`src/rtl/display_scan_scheduler.sv`:
```
// Four-digit 7-segment scan controller: prescaled digit scan with anti-ghosting
// blanking, and frame-aligned scheduling of the drink/sensor/alarm display source.
module display_scan_scheduler #(
  parameter int SCAN_DIV     = 50000,
  parameter int BLANK_CYC    = 500,
  parameter int ALT_FRAMES   = 200,
  parameter int ALARM_FRAMES = 400
) (
  input  logic       clk,
  input  logic       rst,
  input  logic       en,
  input  logic       drink_valid,
  input  logic       sensor_alarm,
  output logic [1:0] digit_idx,
  output logic [3:0] an,
  output logic       blank,
  output logic       src_sel,
  output logic       frame_tick,
  output logic [1:0] state
);

  localparam int PW   = (SCAN_DIV > 2) ? $clog2(SCAN_DIV) : 1;
  localparam int FMAX = (ALT_FRAMES > ALARM_FRAMES) ? ALT_FRAMES : ALARM_FRAMES;
  localparam int FW   = (FMAX > 1) ? $clog2(FMAX) : 1;

  localparam logic [PW-1:0] PCNT_LAST  = PW'(SCAN_DIV - 1);
  localparam logic [PW-1:0] BLANK_END  = PW'(BLANK_CYC);
  localparam logic [FW-1:0] ALT_LAST   = FW'(ALT_FRAMES - 1);
  localparam logic [FW-1:0] ALARM_LAST = FW'(ALARM_FRAMES - 1);

  typedef enum logic [1:0] {
    ST_OFF    = 2'b00,
    ST_DRINK  = 2'b01,
    ST_SENSOR = 2'b10,
    ST_ALARM  = 2'b11
  } state_t;

  state_t        state_r;
  state_t        state_nxt_s;
  logic [PW-1:0] pcnt_r;
  logic [1:0]    digit_idx_r;
  logic [FW-1:0] fcnt_r;
  logic          alarm_pend_r;
  logic          tick_s;
  logic          blank_s;

  assign tick_s  = (state_r != ST_OFF) && (pcnt_r == PCNT_LAST) && (digit_idx_r == 2'd3);
  assign blank_s = (state_r == ST_OFF) || (pcnt_r < BLANK_END);

  // State register
  always_ff @(posedge clk or posedge rst) begin
    if (rst) begin
      state_r <= ST_OFF;
    end else begin
      state_r <= state_nxt_s;
    end
  end

  // Next-state: en=0 wins anywhere; source changes only on a frame boundary
  always_comb begin
    state_nxt_s = state_r;
    if (!en) begin
      state_nxt_s = ST_OFF;
    end else begin
      case (state_r)
        ST_OFF: begin
          if (drink_valid) begin
            state_nxt_s = ST_DRINK;
          end else begin
            state_nxt_s = ST_SENSOR;
          end
        end
        ST_DRINK: begin
          if (tick_s && alarm_pend_r) begin
            state_nxt_s = ST_ALARM;
          end else if (tick_s && (!drink_valid || (fcnt_r == ALT_LAST))) begin
            state_nxt_s = ST_SENSOR;
          end else begin
            state_nxt_s = ST_DRINK;
          end
        end
        ST_SENSOR: begin
          if (tick_s && alarm_pend_r) begin
            state_nxt_s = ST_ALARM;
          end else if (tick_s && (fcnt_r == ALT_LAST) && drink_valid) begin
            state_nxt_s = ST_DRINK;
          end else begin
            state_nxt_s = ST_SENSOR;
          end
        end
        ST_ALARM: begin
          if (tick_s && !sensor_alarm && (fcnt_r == ALARM_LAST)) begin
            state_nxt_s = drink_valid ? ST_DRINK : ST_SENSOR;
          end else begin
            state_nxt_s = ST_ALARM;
          end
        end
        default: begin
          state_nxt_s = ST_OFF;
        end
      endcase
    end
  end

  // Scan prescaler and digit index; held at zero while off or being switched off
  always_ff @(posedge clk or posedge rst) begin
    if (rst) begin
      pcnt_r      <= '0;
      digit_idx_r <= 2'd0;
    end else if (!en || (state_r == ST_OFF)) begin
      pcnt_r      <= '0;
      digit_idx_r <= 2'd0;
    end else if (pcnt_r == PCNT_LAST) begin
      pcnt_r      <= '0;
      digit_idx_r <= digit_idx_r + 2'd1;
    end else begin
      pcnt_r      <= pcnt_r + PW'(1);
      digit_idx_r <= digit_idx_r;
    end
  end

  // Frame counter: restarts on every source change and while an alarm is still asserted
  always_ff @(posedge clk or posedge rst) begin
    if (rst) begin
      fcnt_r <= '0;
    end else if (state_nxt_s != state_r) begin
      fcnt_r <= '0;
    end else if ((state_r == ST_ALARM) && sensor_alarm) begin
      fcnt_r <= '0;
    end else if (tick_s && (state_r == ST_SENSOR) && (fcnt_r == ALT_LAST)) begin
      fcnt_r <= '0;
    end else if (tick_s) begin
      fcnt_r <= fcnt_r + FW'(1);
    end else begin
      fcnt_r <= fcnt_r;
    end
  end

  // Sticky alarm request, latched so short pulses survive until the frame boundary
  always_ff @(posedge clk or posedge rst) begin
    if (rst) begin
      alarm_pend_r <= 1'b0;
    end else if (!en || (state_r == ST_OFF)) begin
      alarm_pend_r <= 1'b0;
    end else if ((state_nxt_s == ST_ALARM) && (state_r != ST_ALARM)) begin
      alarm_pend_r <= 1'b0;
    end else if (sensor_alarm && ((state_r == ST_DRINK) || (state_r == ST_SENSOR))) begin
      alarm_pend_r <= 1'b1;
    end else begin
      alarm_pend_r <= alarm_pend_r;
    end
  end

  // Output decode straight from registers, no added latency
  always_comb begin
    an         = 4'b0000;
    blank      = blank_s;
    frame_tick = tick_s;
    digit_idx  = digit_idx_r;
    state      = state_r;
    src_sel    = 1'b0;
    if (blank_s) begin
      an = 4'b0000;
    end else begin
      an = 4'b0001 << digit_idx_r;
    end
    if ((state_r == ST_SENSOR) || (state_r == ST_ALARM)) begin
      src_sel = 1'b1;
    end else begin
      src_sel = 1'b0;
    end
  end

endmodule
```
`config.mk`:
```
export PLATFORM = sky130hd
export DESIGN_NAME = display_scan_scheduler
export DESIGN_NICKNAME = d
export VERILOG_FILES = /design/src/rtl/display_scan_scheduler.sv
export SDC_FILE = /design/constraint.sdc
export NUM_CORES = 1
export LEC_CHECK = 0
export ABC_AREA = 1
export BUFFER_PORTS_ARGS = -buffer_cell sky130_fd_sc_hd__buf_2
export CAP_MARGIN = 10
export CORE_MARGIN = 1.5
export CORE_UTILIZATION = 29
export CTS_CLUSTER_SIZE = 14
export DETAILED_ROUTE_END_ITERATION = 6
export PLACE_DENSITY = 0.42
export SLEW_MARGIN = 20
export SYNTH_ARGS = -nofsm -noshare
export SYNTH_HDL_FRONTEND = slang
export SYNTH_SLANG_ARGS = --single-unit
```
`constraint.sdc`:
```
create_clock -name clk -period 3.25 [get_ports clk]
set_input_delay 0.325 -clock clk [delete_from_list [all_inputs] [get_ports clk]]
set_output_delay 0.325 -clock clk [all_outputs]
set_load 0.01 [all_outputs]
```
==> results of run 1 <==
kinds of logic after synthesis:
logic type	after synthesis	synth area share
AO/OA/AOI/OAI	37	0.0981
flip-flops	30	0.363
AND/OR/NAND/NOR	141	0.387
adder cells (fa/ha/maj)	10	0.0606
buffers and inverters	50	0.0909
cell type report:
cell class	instances	area share
Inverter	50	0.0795
Tap cell	96	0.0509
Clock inverter	1	0.00212
Clock buffer	7	0.0366
Timing Repair Buffer	16	0.0350
Multi-Input combinational cell	188	0.478
Sequential cell	30	0.318
layout by cell type (no fill, tap or decap), drive strengths merged:
master,n
nand2,53
nor2,49
inv,48
dfrtp,30
o21ai,17
buf,16
nand3,16
a21oi,15
ha,10
nor3,8
clkbuf,7
nand4,6
nor3b,3
clkinv,3
nand3b,2
or2,2
o41ai,2
nor4,2
o211ai,1
o2111ai,1
a31o,1
worst paths after layout:
check,from,end,slack (ns),cells after the start
min reg2reg,pcnt_r[0]$_DFF_PP0_,pcnt_r[0]$_DFF_PP0_,0.49,1
min,rst,pcnt_r[9]$_DFF_PP0_,0.12,3
max in group asynchronous,rst,pcnt_r[15]$_DFF_PP0_,2.83,3
max reg2reg,state[0]$_DFF_PP0_,fcnt_r[7]$_DFFE_PP0P_,0.98,12
max,state[0]$_DFF_PP0_,fcnt_r[7]$_DFFE_PP0P_,0.98,12
min in group clk,en,state[0]$_DFF_PP0_,0.36,3
power by group through the flow:
stage               sequential, mW  combinational (mW)  clock, mW
floorplan                    0.398              0.0995          0
global placement             0.397               0.145          0
detailed placement           0.398               0.141          0
CTS                          0.391               0.141      0.335
global route                 0.392               0.157      0.353
finish                       0.391               0.138      0.322
critical path: cells and delay by family, from the launching register on:
family          cells  cell delay [ns]
buf+inv             2             0.25
fa+ha+maj           1             0.28
simple gates        8             1.08
compound gates      1             0.10
flops               1             0.43
flip-flops by register name (all words and copies together) (netlist names):
signal,count
pcnt_r,16
alarm_pend_r,1
fcnt_r,9
digit_idx,2
state,2
layer usage:
| metal | global-route usage | routed length (um) |
|---|---|---|
| met1 | 0.166 | 2190 |
| met2 | 0.223 | 2180 |
| met3 | 0.0313 | 105 |
| met4 | 0.0476 | 69 |
| met5 | 0 | 0 |
metrics by stage:
step | util | total power [mW] | setup slack, ns | cell area [um2] | cells
2_1_floorplan | - | 0.498 | 1.17 | 2070 | 268
3_5_place_dp | 0.332 | 0.539 | 0.975 | 2270 | 380
4_1_cts | 0.345 | 0.867 | 0.944 | 2360 | 388
6_report | 0.345 | 0.850 | 0.979 | 2360 | 388
3_3_place_gp | 0.332 | 0.542 | 0.972 | 2270 | 380
5_1_grt | 0.345 | 0.902 | 0.645 | 2360 | 388
==> reports/results.ini, run 1 <==
[setup_path]
critPathMaxFanout=9
path_cells=inv_1 > ha_1 > nor2_1 > nand4_1 > inv_1 > o211ai_1 > nand3_1 > nand2_2 > nand2_1 > nand2_2 > nand2_4 > nor2_2
required_ns=3.42
cp.arrival_ns=2.44
crit_path_start_kind=flip-flop
crit_type=flip-flop to flip-flop
critPathCaptureType=flip-flop
slowest_delay_ns=0.43
critPathSlowestCell=dfrtp_1

[pwr]
combPwrFrac=0.162
p_sw_frac=0.302
leakage_nw=1.08
peakVddDrop_v=0.000124
p_int_mw=0.594
p_switching_mw=0.256
seqPwrFrac=0.460
clock_power_share=0.378
cellPowerDensity_nw_per_um2=360

[grt]
grt_max_degree=31
grt_overflow=0
grt_antenna_before_repair=0
first_global_vias=1645
grt_pass1_wl_um=7710
grt_usage=0.133

[routing]
post-route-drc-count=0
drt.antenna.violating_nets=0
firstDrtPassIters=4
wl_per_cell_um=11.7
wl_um=4540
vias=1723
initialDrtViolationCount=82
viasPerCell=4.44

[floorplanning]
start_util=0.302
boundaryPins=16
coreArea_um2=6830
dieArea_um2=7640
die_w_um=87.4
die_h_um=87.4
row_count=30

[logic_synthesis]
synth_area_leader_cell=dfrtp_1
yosysWarnings=0
yosysSeqAreaShare=0.363
syn_avg_cell_area_um2=7.71
ys_dominant_reg_cell=dfrtp_1
ys_types=31
synth_common_cells=inv_1, nand2_1, dfrtp_1, nor2_1, nor2_2
synth_nets=283
synthesis.instances=268
ys_async_sr_fraction=1.00
yosysTopAreaCellShare=0.363
synth_edf_count=0
ys_ff_latch=30
synth_area_um2=2070
netlist_top_cells_area=dfrtp_1, inv_1, nand2_1, ha_1, nor2_2

[clock_network]
clock_path_buffers=2
h-tree-depth=2
cts.reportedPaths.clkPinSlew_ns=0.07
cts_setup_buffers=0
numCtsBuffers=5
cts.sink_count=30
insertion_delay_ns=0.29
ctsHoldBuffers=0
cts_tree=done
cts_resized=0
cts-root-buf=clkbuf_8

[sta]
drv_slew=0
maxSlewHeadroom=0.699
final.setup.tns_ns=0
min_period_over_period=0.699
whs_ns=0.117
tightest_slew_ns=0.449
setup_viol=0
final_hold_viol_count=0
rsz0062_at_grt=no
period_needed_ns=2.27
timing.fmax_ghz=0.440
skew_ns=0.00984

[placed_design]
gp_congestion=0.800
dp_hpwl_um=3470
io_buffers=15

[layout]
regArea_um2=751
nFillCells=772
drive_gt1_frac=0.260
diodes=0
finalNetCount=306
syn_to_final_growth_pct=14.2
multi_input_area_um2=1130

[outcome]
status=completed

[flow_run]
drv_cap=0

[min_path]
holdCritPathClass=input pin to asynchronous set/reset pin

Power figures use the tool's default switching activity.
==> run 2, diff against run 1 <==
==> constraint.sdc (replaced) <==
create_clock -name clk -period 2.2 [get_ports clk]
set_input_delay 0.22 -clock clk [delete_from_list [all_inputs] [get_ports clk]]
set_output_delay 0.22 -clock clk [all_outputs]
set_load 0.01 [all_outputs]
==> run 2 against run 1 <==
  * Register-to-register slack worse by 0.78 ns
  * Global-route usage up 0.21 points
  * Setup slack worse by 0.78 ns
  * Combinational power up 77%
  * Die area unchanged
==> reports/results.ini, run 2 (synthesis gave the netlist of run 1 again) <==
[setup_path]
r2r_end=fcnt_r[3]$_DFFE_PP0P_
crit_start=pcnt_r[0]$_DFF_PP0_
r2r_slack_ns=0.20  ; -0.78 ns
crit_path_start_kind=flip-flop
cp.arrival_ns=2.19  ; -0.25 ns
path_cells=ha_1 > nand3_2 > clkinv_1 > nand2_4 > nor2_8 > nand3_1 > o21ai_0 > nand3_1 > nand2_2 > nand2_4 > nand2_2 > nand2_2 > nand2_8 > nor2_2
critPathMaxFanout=9  ; unchanged
crit_type=flip-flop to flip-flop
required_ns=2.38  ; -1.04 ns
reg2reg_depth=14  ; +2
crit_family=simple AND/OR/NAND/NOR gates
crit_end=fcnt_r[3]$_DFFE_PP0P_
slowest_delay_ns=0.39  ; -0.04 ns
cpMostUsedCell=nand2_2
r2r_start=pcnt_r[0]$_DFF_PP0_
critPathCaptureType=flip-flop
worst-path-stages=14  ; +2
critPathBufInv=1  ; -1
critPathSlowestCell=dfrtp_1

[pwr]
cellPowerDensity_nw_per_um2=541  ; +50%
p_switching_mw=0.408  ; +59%
seqPwrFrac=0.438  ; -0.022
peakVddDrop_v=0.000208  ; +67%
clock_power_share=0.376  ; -0.002
p_sw_frac=0.312  ; +0.0104
p_int_mw=0.899  ; +51%
combPwrFrac=0.187  ; +0.025
leakage_nw=1.11  ; +2.7%

[clock_network]
numCtsBuffers=5  ; unchanged
insertion_delay_ns=0.29  ; about the same
cts_tree=done
cts_resized=0  ; unchanged
cts.reportedPaths.clkPinSlew_ns=0.07  ; about the same
clock_path_buffers=2  ; unchanged
cts-root-buf=clkbuf_8
ctsHoldBuffers=0  ; unchanged
cts_setup_buffers=0  ; unchanged
h-tree-depth=2  ; unchanged
cts.sink_count=30  ; unchanged

[layout]
drive_gt1_frac=0.279  ; +0.0182
top_regs=pcnt_r x16, fcnt_r x9
layout_common_cells=inv_1, nand2_1, dfrtp_1
finalNetCount=312  ; +2.0%
largest_register_ffs=16  ; unchanged
largest-register=pcnt_r
diodes=0  ; unchanged
syn_to_final_growth_pct=17.0

[floorplanning]
coreArea_um2=6830  ; unchanged
die_w_um=87.4  ; unchanged
start_util=0.302  ; unchanged
row_count=30  ; unchanged
die_h_um=87.4  ; unchanged
boundaryPins=16  ; unchanged
dieArea_um2=7640  ; unchanged

[grt]
grt_usage=0.135  ; +0.00214
grt_pass1_wl_um=7940  ; +3.0%
grt_antenna_before_repair=0  ; unchanged
grt_overflow=0  ; unchanged
grt_max_degree=31  ; unchanged
first_global_vias=1699  ; +3.3%

[sta]
fin_ws_ns=0.199  ; -0.780 ns
period_needed_ns=2.00  ; -0.270 ns
rsz0062_at_grt=no
drv_slew=0  ; unchanged
final.setup.tns_ns=0  ; unchanged
timing.fmax_ghz=0.500  ; +13%
final_hold_viol_count=0  ; unchanged
min_period_over_period=0.910  ; +0.211
setup_viol=0  ; unchanged
whs_ns=0.00151  ; -0.116 ns
skew_ns=0.00258  ; -0.00726 ns
maxSlewHeadroom=0.727  ; +0.0273
tightest_slew_ns=0.410  ; -0.0393 ns

[flow_run]
drv_cap=0  ; unchanged

[min_path]
holdCritPathClass=input pin to asynchronous set/reset pin

[placed_design]
gp_congestion=0.738  ; -7.7%
io_buffers=15  ; unchanged
place_ws_ns=0.164  ; -0.811 ns
dp_hpwl_um=3530  ; +1.5%

[outcome]
status=completed

[routing]
vias=1763  ; +2.3%
wl_per_cell_um=11.7  ; +0.28%
drt.antenna.violating_nets=0  ; unchanged
wl_um=4630  ; +1.8%
viasPerCell=4.47  ; +0.76%
initialDrtViolationCount=44  ; -46%
post-route-drc-count=0  ; unchanged
firstDrtPassIters=4  ; unchanged

[run 2: changes by cell type in the layout (fill, tap and decap cells not counted)]
cell / before / now
buf_4: 1 / 7
clkbuf_1: 1 / 0
clkinvlp_4: 0 / 1
nand2_4: 4 / 3
nand2_8: 0 / 1
[run 2: how the worst min path moves through the flow]
stage                     start                  endpoint  slack, ns  depth (start not counted)
after floorplan             rst  alarm_pend_r$_DFFE_PP0P_       0.31                          1
after global placement      rst      pcnt_r[11]$_DFF_PP0_       0.34                          3
after detailed placement    rst      pcnt_r[11]$_DFF_PP0_       0.34                          3
after CTS                   rst      pcnt_r[11]$_DFF_PP0_       0.03                          3
after global routing        rst      pcnt_r[11]$_DFF_PP0_       0.04                          3
final                       rst      pcnt_r[11]$_DFF_PP0_      0.002                          3
[run 2: metal layers]
metal	GRT usage	up-vias	part of all wire
met1	0.181	823	0.50
met2	0.211	20	0.46
met5	0	-	0
li1	-	915	-
met3	0.0284	5	0.028
met4	0.0548	0	0.011
[run 2: through the flow]
| step | instance area (um2) | power (mW) | utilization | instances |
|---|---|---|---|---|
| floorplan | 2070 | 0.735 | - | 268 |
| global placement | 2310 | 0.824 | 0.339 | 386 |
| detailed placement | 2310 | 0.822 | 0.339 | 386 |
| CTS | 2410 | 1.32 | 0.353 | 394 |
| global route | 2420 | 1.38 | 0.354 | 394 |
| finish | 2420 | 1.31 | 0.354 | 394 |
[run 2: cell type report]
type | count | area, um2
Inverter | 50 | 188
Fill cell | 766 | 4410
Clock inverter | 2 | 12.5
Tap cell | 96 | 120
Timing Repair Buffer | 22 | 128
Clock buffer | 6 | 82.6
Sequential cell | 30 | 751
Multi-Input combinational cell | 188 | 1140
[run 2: worst reg2reg max path: cells and delay by family (launching register included)]
kind / cells / cell delay (ns)
simple gates: 11 / 1.03
flops: 1 / 0.39
fa+ha+maj: 1 / 0.21
compound gates: 1 / 0.18
buf+inv: 1 / 0.10
[run 2: power by group through the flow]
| stage | clock [mW] | sequential (mW) | combinational, mW |
|---|---|---|---|
| after floorplan | 0 | 0.588 | 0.147 |
| after global placement | 0 | 0.583 | 0.241 |
| after detailed placement | 0 | 0.583 | 0.239 |
| after CTS | 0.505 | 0.572 | 0.240 |
| after global routing | 0.525 | 0.574 | 0.277 |
| final | 0.491 | 0.572 | 0.244 |
